## src/rtl/adc_spi_pkg.sv

```systemverilog
// Shared types and defaults for the ADC SPI sweep sequencer.
package adc_spi_pkg;

  typedef enum logic [1:0] {
    IDLE  = 2'd0,
    SHIFT = 2'd1,
    GAP   = 2'd2,
    DONE  = 2'd3
  } state_e;

  localparam int unsigned DEF_CLK_DIV   = 25;
  localparam int unsigned DEF_RES       = 12;
  localparam int unsigned DEF_NULL_BITS = 3;
  localparam int unsigned DEF_NUM_CH    = 4;
  localparam int unsigned DEF_CS_GAP    = 1;

  // Upper bound on channels; next_ch returns MAX_CH when no channel qualifies.
  localparam int unsigned MAX_CH = 8;

  // Lowest set bit of mask at index >= first, or MAX_CH if none.
  function automatic logic [3:0] next_ch(input logic [MAX_CH-1:0] mask,
                                         input logic [3:0]        first);
    next_ch = 4'(MAX_CH);
    for (int i = int'(MAX_CH) - 1; i >= 0; i--) begin
      if (mask[i] && (4'(i) >= first)) next_ch = 4'(i);
    end
  endfunction

endpackage

```

## src/rtl/adc_sclk_gen.sv

```systemverilog
// SCLK divider: toggles sclk every CLK_DIV clk cycles while enabled and flags
// the cycle in which each rising/falling transition is being registered.
module adc_sclk_gen
  import adc_spi_pkg::*;
#(
  parameter int unsigned CLK_DIV = DEF_CLK_DIV
) (
  input  logic clk,
  input  logic reset,
  input  logic enable_i,
  input  logic clear_i,
  output logic sclk_o,
  output logic rise_c,
  output logic fall_c
);

  localparam int unsigned DIV_W = (CLK_DIV > 1) ? $clog2(CLK_DIV) : 1;

  logic [DIV_W-1:0] cnt_q, cnt_d;
  logic             sclk_q, sclk_d;
  logic             wrap_c;

  assign wrap_c = enable_i && (cnt_q == DIV_W'(CLK_DIV - 1));
  assign rise_c = wrap_c && !sclk_q;
  assign fall_c = wrap_c && sclk_q;
  assign sclk_o = sclk_q;

  always_comb begin
    cnt_d  = cnt_q;
    sclk_d = sclk_q;
    if (clear_i) begin
      cnt_d  = '0;
      sclk_d = 1'b0;
    end else if (enable_i) begin
      if (wrap_c) begin
        cnt_d  = '0;
        sclk_d = ~sclk_q;
      end else begin
        cnt_d = cnt_q + 1'b1;
      end
    end
  end

  always_ff @(posedge clk or negedge reset) begin
    if (!reset) begin
      cnt_q  <= '0;
      sclk_q <= 1'b0;
    end else begin
      cnt_q  <= cnt_d;
      sclk_q <= sclk_d;
    end
  end

endmodule

```

## src/rtl/adc_spi_seq.sv

```systemverilog
// ADC SPI sweep sequencer: converts each enabled channel in turn over a shared SCLK/MISO bus.
// Define ADC_SPI_SEQ_MISO_INV_EN to store every kept MISO sample inverted.
module adc_spi_seq
  import adc_spi_pkg::*;
#(
  parameter  int unsigned CLK_DIV   = DEF_CLK_DIV,
  parameter  int unsigned RES       = DEF_RES,
  parameter  int unsigned NULL_BITS = DEF_NULL_BITS,
  parameter  int unsigned NUM_CH    = DEF_NUM_CH,
  parameter  int unsigned CS_GAP    = DEF_CS_GAP,
  localparam int unsigned CH_W      = (NUM_CH > 1) ? $clog2(NUM_CH) : 1
) (
  input  logic              clk,
  input  logic              reset,
  input  logic              start_n,
  input  logic              cont,
  input  logic [NUM_CH-1:0] ch_mask,
  input  logic              miso,
  output logic              sclk,
  output logic [NUM_CH-1:0] cs_n,
  output logic [RES-1:0]    data,
  output logic [CH_W-1:0]   data_ch,
  output logic              data_valid,
  output logic              busy,
  output logic              done
);

  localparam int unsigned TOT_BITS = NULL_BITS + RES;
  localparam int unsigned BC_W     = 5;
  localparam int unsigned GAP_LEN  = 2 * CS_GAP * CLK_DIV;
  localparam int unsigned GAP_W    = $clog2(GAP_LEN);

  state_e            state_q, state_d;
  logic [NUM_CH-1:0] mask_q, mask_d;
  logic [CH_W-1:0]   ch_q, ch_d;
  logic [BC_W-1:0]   bit_cnt_q, bit_cnt_d;
  logic [GAP_W-1:0]  gap_cnt_q, gap_cnt_d;
  logic [RES-1:0]    sh_q, sh_d;
  logic [NUM_CH-1:0] cs_n_q, cs_n_d;
  logic [RES-1:0]    data_q, data_d;
  logic [CH_W-1:0]   data_ch_q, data_ch_d;
  logic              data_valid_q, data_valid_d;
  logic              busy_q, busy_d;
  logic              done_q, done_d;
  logic              restart_q, restart_d;

  logic              smp;
  logic              rise_c, fall_c;
  logic [3:0]        first_ch, nxt_ch;

`ifdef ADC_SPI_SEQ_MISO_INV_EN
  assign smp = ~miso;
`else
  assign smp = miso;
`endif

  adc_sclk_gen #(
    .CLK_DIV (CLK_DIV)
  ) u_sclk_gen (
    .clk      (clk),
    .reset    (reset),
    .enable_i (state_q == SHIFT),
    .clear_i  (state_q != SHIFT),
    .sclk_o   (sclk),
    .rise_c   (rise_c),
    .fall_c   (fall_c)
  );

  assign first_ch = next_ch(MAX_CH'(ch_mask), 4'd0);
  assign nxt_ch   = next_ch(MAX_CH'(mask_q), 4'(ch_q) + 4'd1);

  // Next-state and datapath; cs_n changes on the same edge that enters/leaves SHIFT.
  always_comb begin
    state_d      = state_q;
    mask_d       = mask_q;
    ch_d         = ch_q;
    bit_cnt_d    = '0;
    gap_cnt_d    = '0;
    sh_d         = sh_q;
    cs_n_d       = cs_n_q;
    data_d       = data_q;
    data_ch_d    = data_ch_q;
    data_valid_d = 1'b0;
    busy_d       = busy_q;
    done_d       = 1'b0;
    restart_d    = 1'b0;

    unique case (state_q)
      IDLE: begin
        if (!start_n || restart_q) begin
          mask_d = ch_mask;
          busy_d = 1'b1;
          if (first_ch < 4'(MAX_CH)) begin
            ch_d    = CH_W'(first_ch);
            cs_n_d  = ~(NUM_CH'(1) << first_ch);
            state_d = SHIFT;
          end else begin
            state_d = DONE;
          end
        end
      end
      SHIFT: begin
        bit_cnt_d = bit_cnt_q;
        if (rise_c) begin
          bit_cnt_d = bit_cnt_q + 1'b1;
          if (bit_cnt_q >= BC_W'(NULL_BITS)) sh_d = RES'({sh_q, smp});
        end
        if (fall_c && (bit_cnt_q == BC_W'(TOT_BITS))) begin
          cs_n_d       = '1;
          data_d       = sh_q;
          data_ch_d    = ch_q;
          data_valid_d = 1'b1;
          state_d      = GAP;
        end
      end
      GAP: begin
        gap_cnt_d = gap_cnt_q + 1'b1;
        if (gap_cnt_q == GAP_W'(GAP_LEN - 1)) begin
          if (nxt_ch < 4'(MAX_CH)) begin
            ch_d    = CH_W'(nxt_ch);
            cs_n_d  = ~(NUM_CH'(1) << nxt_ch);
            state_d = SHIFT;
          end else begin
            state_d = DONE;
          end
        end
      end
      DONE: begin
        done_d  = 1'b1;
        state_d = IDLE;
        if (cont) restart_d = 1'b1;
        else      busy_d    = 1'b0;
      end
      default: state_d = IDLE;
    endcase
  end

  always_ff @(posedge clk or negedge reset) begin
    if (!reset) begin
      state_q      <= IDLE;
      mask_q       <= '0;
      ch_q         <= '0;
      bit_cnt_q    <= '0;
      gap_cnt_q    <= '0;
      sh_q         <= '0;
      cs_n_q       <= '1;
      data_q       <= '0;
      data_ch_q    <= '0;
      data_valid_q <= 1'b0;
      busy_q       <= 1'b0;
      done_q       <= 1'b0;
      restart_q    <= 1'b0;
    end else begin
      state_q      <= state_d;
      mask_q       <= mask_d;
      ch_q         <= ch_d;
      bit_cnt_q    <= bit_cnt_d;
      gap_cnt_q    <= gap_cnt_d;
      sh_q         <= sh_d;
      cs_n_q       <= cs_n_d;
      data_q       <= data_d;
      data_ch_q    <= data_ch_d;
      data_valid_q <= data_valid_d;
      busy_q       <= busy_d;
      done_q       <= done_d;
      restart_q    <= restart_d;
    end
  end

  assign cs_n       = cs_n_q;
  assign data       = data_q;
  assign data_ch    = data_ch_q;
  assign data_valid = data_valid_q;
  assign busy       = busy_q;
  assign done       = done_q;

endmodule

```

## config.mk

```make
export PLATFORM = sky130hd
export DESIGN_NAME = adc_spi_seq
export DESIGN_NICKNAME = d
export VERILOG_FILES = /design/src/rtl/adc_spi_pkg.sv /design/src/rtl/adc_sclk_gen.sv /design/src/rtl/adc_spi_seq.sv
export SDC_FILE = /design/constraint.sdc
export NUM_CORES = 1
export LEC_CHECK = 0
export ABC_CLOCK_PERIOD_IN_PS = 4300
export BUFFER_PORTS_ARGS = -buffer_cell sky130_fd_sc_hd__buf_2
export CAP_MARGIN = 40
export CORE_UTILIZATION = 45
export DETAILED_ROUTE_END_ITERATION = 10
export HOLD_SLACK_MARGIN = 0.05
export PLACE_DENSITY_LB_ADDON = 0.05
export SYNTH_ARGS = -nofsm -noshare
export SYNTH_HDL_FRONTEND = slang
export SYNTH_SLANG_ARGS = --single-unit
```

## constraint.sdc

```tcl
create_clock -name clk -period 4.3 [get_ports clk]
set_input_delay 0.86 -clock clk [delete_from_list [all_inputs] [get_ports clk]]
set_output_delay 0.86 -clock clk [all_outputs]
set_load 0.05 [all_outputs]
```

# ---- Yosys cells after proc, flatten, opt, wreduce, memory -nomap -nowiden
# Index checks and enable logic that the tools add are counted.
dict set report word_totals {
  elab_cells 112
  latch_bits 0
  mem_bits_rw 0
  romBits 0
  memories 0
  reg_bits 59
  input_bits 9
}
dict set report op_classes {
  n_mux 42
  eq_ne 14
  bitwise 3
  div_mod_pow 0
  n_lt_le_gt_ge 7
  n_shift 2
  multipliers 0
  addsub 4
  reduce_logical 25
}
# op n
set op_table {}
lappend op_table {{$mux W4} 13}
lappend op_table {{$mux W5} 5}
lappend op_table {{$mux W2} 9}
lappend op_table {{$ne A2 B2 Y1 const B} 7}
lappend op_table {{$pmux W4 S3} 1}
lappend op_table {{$add A5 B1 Y5 const B} 2}
lappend op_table {{$mux W1} 10}
lappend op_table {{$reduce_and A3 Y1} 3}
lappend op_table {{$logic_and A1 B1 Y1} 8}
lappend op_table {{$lt A4 B4 Y1 const B} 2}
lappend op_table {{$not A4 Y4} 2}
lappend op_table {{$pmux W2 S4} 1}
lappend op_table {{$reduce_bool A2 Y1} 4}
lappend op_table {{$shl A1 B4 Y4 const A} 2}
lappend op_table {{$add A6 B1 Y6 const B} 1}
lappend op_table {{$eq A6 B6 Y1 const B} 1}
lappend op_table {{$ge A1 B3 Y1 const A} 2}
lappend op_table {{$ge A2 B3 Y1 const A} 2}
lappend op_table {{$mux W6} 1}
lappend op_table {{$reduce_and A2 Y1} 3}
lappend op_table {{$reduce_and A6 Y1} 1}
lappend op_table {{$eq A5 B4 Y1 const B} 1}
lappend op_table {{$eq A5 B5 Y1 const B} 1}
lappend op_table {{$ge A5 B2 Y1 const B} 1}
lappend op_table {{other kinds (12)} 14}

# ---- Depth between registers and ports, before layout
dict set report depth {
  depth_word 12
  ltp_mapped 9
}

# ---- Modules after synthesis
# Synthesis repeated with hierarchy kept, for this count alone.
dict set report hier_totals {
  hier_cells 237
  hier_area_um2 2758.9
}
# mod area_per_inst_um2 instances cells_per_inst seq_area_each_um2
set by_module_without_submodules {}
lappend by_module_without_submodules {adc_spi_seq 2416.1 1 203 1306.3}
lappend by_module_without_submodules {adc_sclk_gen 342.8 1 34 150.1}

# ---- Worst setup path after synthesis
# Ideal clock, no wire load.
dict set report synth_timing {
  path_kind {input port to flip-flop}
  startpoint {input start_n}
  endpoint {register cs_n_q[0], in the netlist cs_n[0]}
  t_arrival_ns 2.035
  setup_slack_ns 2.183
  stages 5
  cell_sequence {and3b_2 > a211oi_2 > o21ai_2 > nor4b_4 > mux2_2}
}
dict set report synth_between {
  elab_chain_len 4
}
# item line_no
set synth_rtl {}
lappend synth_rtl {{start: declaration} adc_spi_seq.sv:15} ;# input logic start_n,
lappend synth_rtl {{$logic_not A1 Y1} adc_spi_seq.sv:90} ;# if (!start_n || restart_q) begin
lappend synth_rtl {{$logic_or A1 B1 Y1} adc_spi_seq.sv:90}
lappend synth_rtl {{$ne A2 B2 Y1 (no source line)} --}
lappend synth_rtl {{$reduce_and A6 Y1 (no source line)} --}
lappend synth_rtl {{end signal: assignment} adc_spi_seq.sv:160} ;# cs_n_q <= cs_n_d;
lappend synth_rtl {{end: declaration} adc_spi_seq.sv:39} ;# logic [NUM_CH-1:0] cs_n_q, cs_n_d;
# Every way passes these cells.
# A chain may end at the register's enable or synchronous reset.

# ---- Worst setup path after layout
dict set report layout_timing {
  startpoint {register state_q[1]}
  endpoint {register sh_q[8]}
}
dict set report layout_between {
  elab_chain_len 4
}
# item line_no
set layout_rtl {}
lappend layout_rtl {{start: declaration} adc_spi_seq.sv:33} ;# state_e state_q, state_d;
lappend layout_rtl {{start signal: assignment} adc_spi_seq.sv:154} ;# state_q <= state_d;
lappend layout_rtl {{$eq A2 B1 Y1 *} {adc_spi_seq.sv:62, adc_spi_seq.sv:88}}
lappend layout_rtl {{$logic_and A1 B1 Y1} adc_sclk_gen.sv:23} ;# assign wrap_c = enable_i && (cnt_q == DIV_W'(CLK_DIV - 1));
lappend layout_rtl {{$logic_and A1 B1 Y1} adc_sclk_gen.sv:24} ;# assign rise_c = wrap_c && !sclk_q;
lappend layout_rtl {{$reduce_and A3 Y1 (no source line) *} --}
lappend layout_rtl {{end signal: assignment} adc_spi_seq.sv:145} ;# sh_q <= '0;
lappend layout_rtl {{end signal: assignment} adc_spi_seq.sv:159} ;# sh_q <= sh_d;
lappend layout_rtl {{end: declaration} adc_spi_seq.sv:38} ;# logic [RES-1:0] sh_q, sh_d;
# Every way passes the cells marked *; elsewhere a longest branch is shown, timed or not.

==> reports/metrics.cfg <==
[yosys]
synth_nets=239
yosys_warnings=0
yosys_most_used_dff=dfrtp_1
ys_seq_area_frac=0.550
netlist_area_um2=2650
ys_top_cells_by_area=dfrtp_1 (51%), mux2_2 (13%), ha_1 (4.7%)
yosysTopAreaCell=dfrtp_1
synth_edf_count=0
async_flop_share=1.00
synth_common_cells=dfrtp_1 (54), mux2_2 (30), nor2_1 (16)
synth_area_per_cell_um2=12.0
syn_inst=220
synth_most_common_cell=dfrtp_1
synth_cell_types=42
synth_seq_cells=58
synthDominantCellAreaShare=0.510

[floorplan]
fp.dieW_um=78.7
core_um2=5570
io_pins=31
rows=27
start_util=0.475
die_h_um=78.7
die_area_um2=6200

[sta]
max_freq_mhz=363
tns_ns=0
relSlewSlack=0.532
finalCritPeriodShare=0.641
layout_setup_ws_ns=1.54
clock_skew_ns=0.00780
setup_viol=0
worst_pin_slew_ns=0.700
hold_viol_final=0
maxSlewViolCount=0
rsz0062_at_grt=false
post-route-min-period_ns=2.76

[clock_network]
clk_latency_ns=0.33
clkTransAtPathRegs_ns=0.06
clock_path_buffers=2
root_buffer=clkbuf_8
h-tree-depth=3
cts_setup_buffers=0
cts_sinks=58
cts_made_buffers=9
cts_tree=built
cts_resized=0
cts_hold_buf=0

[route]
initialDrtViolationCount=54
vias=1682
vias_per_cell=5.02
dr.pass1.iters=4
wl_um=4660
ant_nets=0
drc_errors=0
wl_per_cell_um=13.9

[finish]
final_nets=277
utilization=0.550
finalInstanceArea_um2=3070
final_layout_size_suffix_gt1_frac=0.335
area_growth_pct=15.8
antenna_cells=0
layout.cells.non_filler=335

[global_routing]
grt_pass1_wl_um=8040
grt_usage=0.173
grt_pass1_vias=1731
grt_max_degree=32
antenna_found_initial=0
grt-ovfl-total=0

[placement]
gp_congestion=0.763
hpwl_um=3290
portBuffers=30
dpl_worst_slack_ns=1.51
place_inst=319
placed_cell_area_um2=2880

[status]
outcome=completed

[critical_path]
crit_type=flop to flop
crit_path_max_fanout=12
startpoint_type=flop
cp.required_ns=4.52
crit_arrival_ns=2.97
cp-end-kind=flop

[flow_run]
cap_violations=0

[power]
cellPowerDensity_nw_per_um2=590
peakVddDrop_v=0.000287
p_leak_nw=1.55

[min_path]
min-delay-path-class=flop to flop

[layout by cell type (no fill, tap or decap), drive strengths merged, types with 3 or more instances in the layout]
master,instances
xnor2,6
a21oi,5
nand3,5
inv,13
a21boi,3
o21ai,15
dfstp,4
and2,5
nor2b,5
dfrtp,54
nand2,13
ha,10
mux2,30
nor2,16
clkbuf,13
buf,31
mux2i,3
xor2,5
[cell type report]
| type | instances | area [µm²] |
|---|---|---|
| Clock buffer | 13 | 149 |
| Fill cell | 507 | 2510 |
| Timing Repair Buffer | 31 | 158 |
| Clock inverter | 3 | 40.0 |
| Multi-Input combinational cell | 145 | 1120 |
| Tap cell | 72 | 90.1 |
| Inverter | 13 | 48.8 |
| Sequential cell | 58 | 1460 |
[report_power, final]
group          internal (W)  switching, W
Sequential         0.000641     0.0000602
Combinational      0.000247      0.000379
Clock              0.000282      0.000200
[path summary, 6_finish.rpt]
path | startpoint | end | cells after the start | slack [ns]
hold / removal | cs_n[3] | cs_n[3] | 2 | 0.47
hold reg to reg | cs_n[3] | cs_n[3] | 2 | 0.47
min in group asynchronous | reset | gap_cnt_q[3] | 1 | 0.53
setup reg to reg | state_q[1] | sh_q[8] | 6 | 1.54
max in group asynchronous | reset | cs_n[0] | 2 | 2.90
setup / recovery | state_q[1] | sh_q[8] | 6 | 1.54
[flip-flops by register name, indices dropped and copies added (netlist names), 2 cells and up]
name and cells:
state_q 2, mask_q 3, cs_n 4, u_sclk_gen.cnt_q 5
ch_q 2, gap_cnt_q 6, bit_cnt_q 5, sh_q 12
data 12, data_ch 2
[worst max-delay path, stage by stage, from the launching register on]
cell	delay [ns]
dfrtp_1	0.40
inv_1	0.10
ha_1	0.37
inv_1	0.20
nor3_1	0.54
a21boi_2	0.63
mux2_2	0.41
[cells by family (layout without fill, tap and decap cells)]
| family | Yosys count | after routing | share of synthesized area |
|---|---|---|---|
| mux | 33 | 33 | 0.139 |
| buf+inv | 17 | 60 | 0.0255 |
| fa+ha+maj | 10 | 10 | 0.0472 |
| xor+xnor | 11 | 11 | 0.0364 |
| simple gates | 58 | 58 | 0.122 |
| compound gates | 33 | 33 | 0.0798 |
| flops | 58 | 58 | 0.550 |
[through the flow]
stage | power, W | hold slack (ns)
floorplan | 0.00119 | 0.453
global placement | 0.00134 | 0.459
detailed placement | 0.00134 | 0.471
CTS | 0.00183 | 0.480
global route | 0.00194 | 0.494
finish | 0.00181 | 0.471
[metal layers]
metal  track usage  vias to the layer above  wire length, µm
met4        0.0852                        0               71
met2         0.280                       28             2170
met1         0.210                      812             2220
met3        0.0517                        8              205
met5             0                        -                0
li1              -                      834                -
Power figures use the tool's default switching activity.
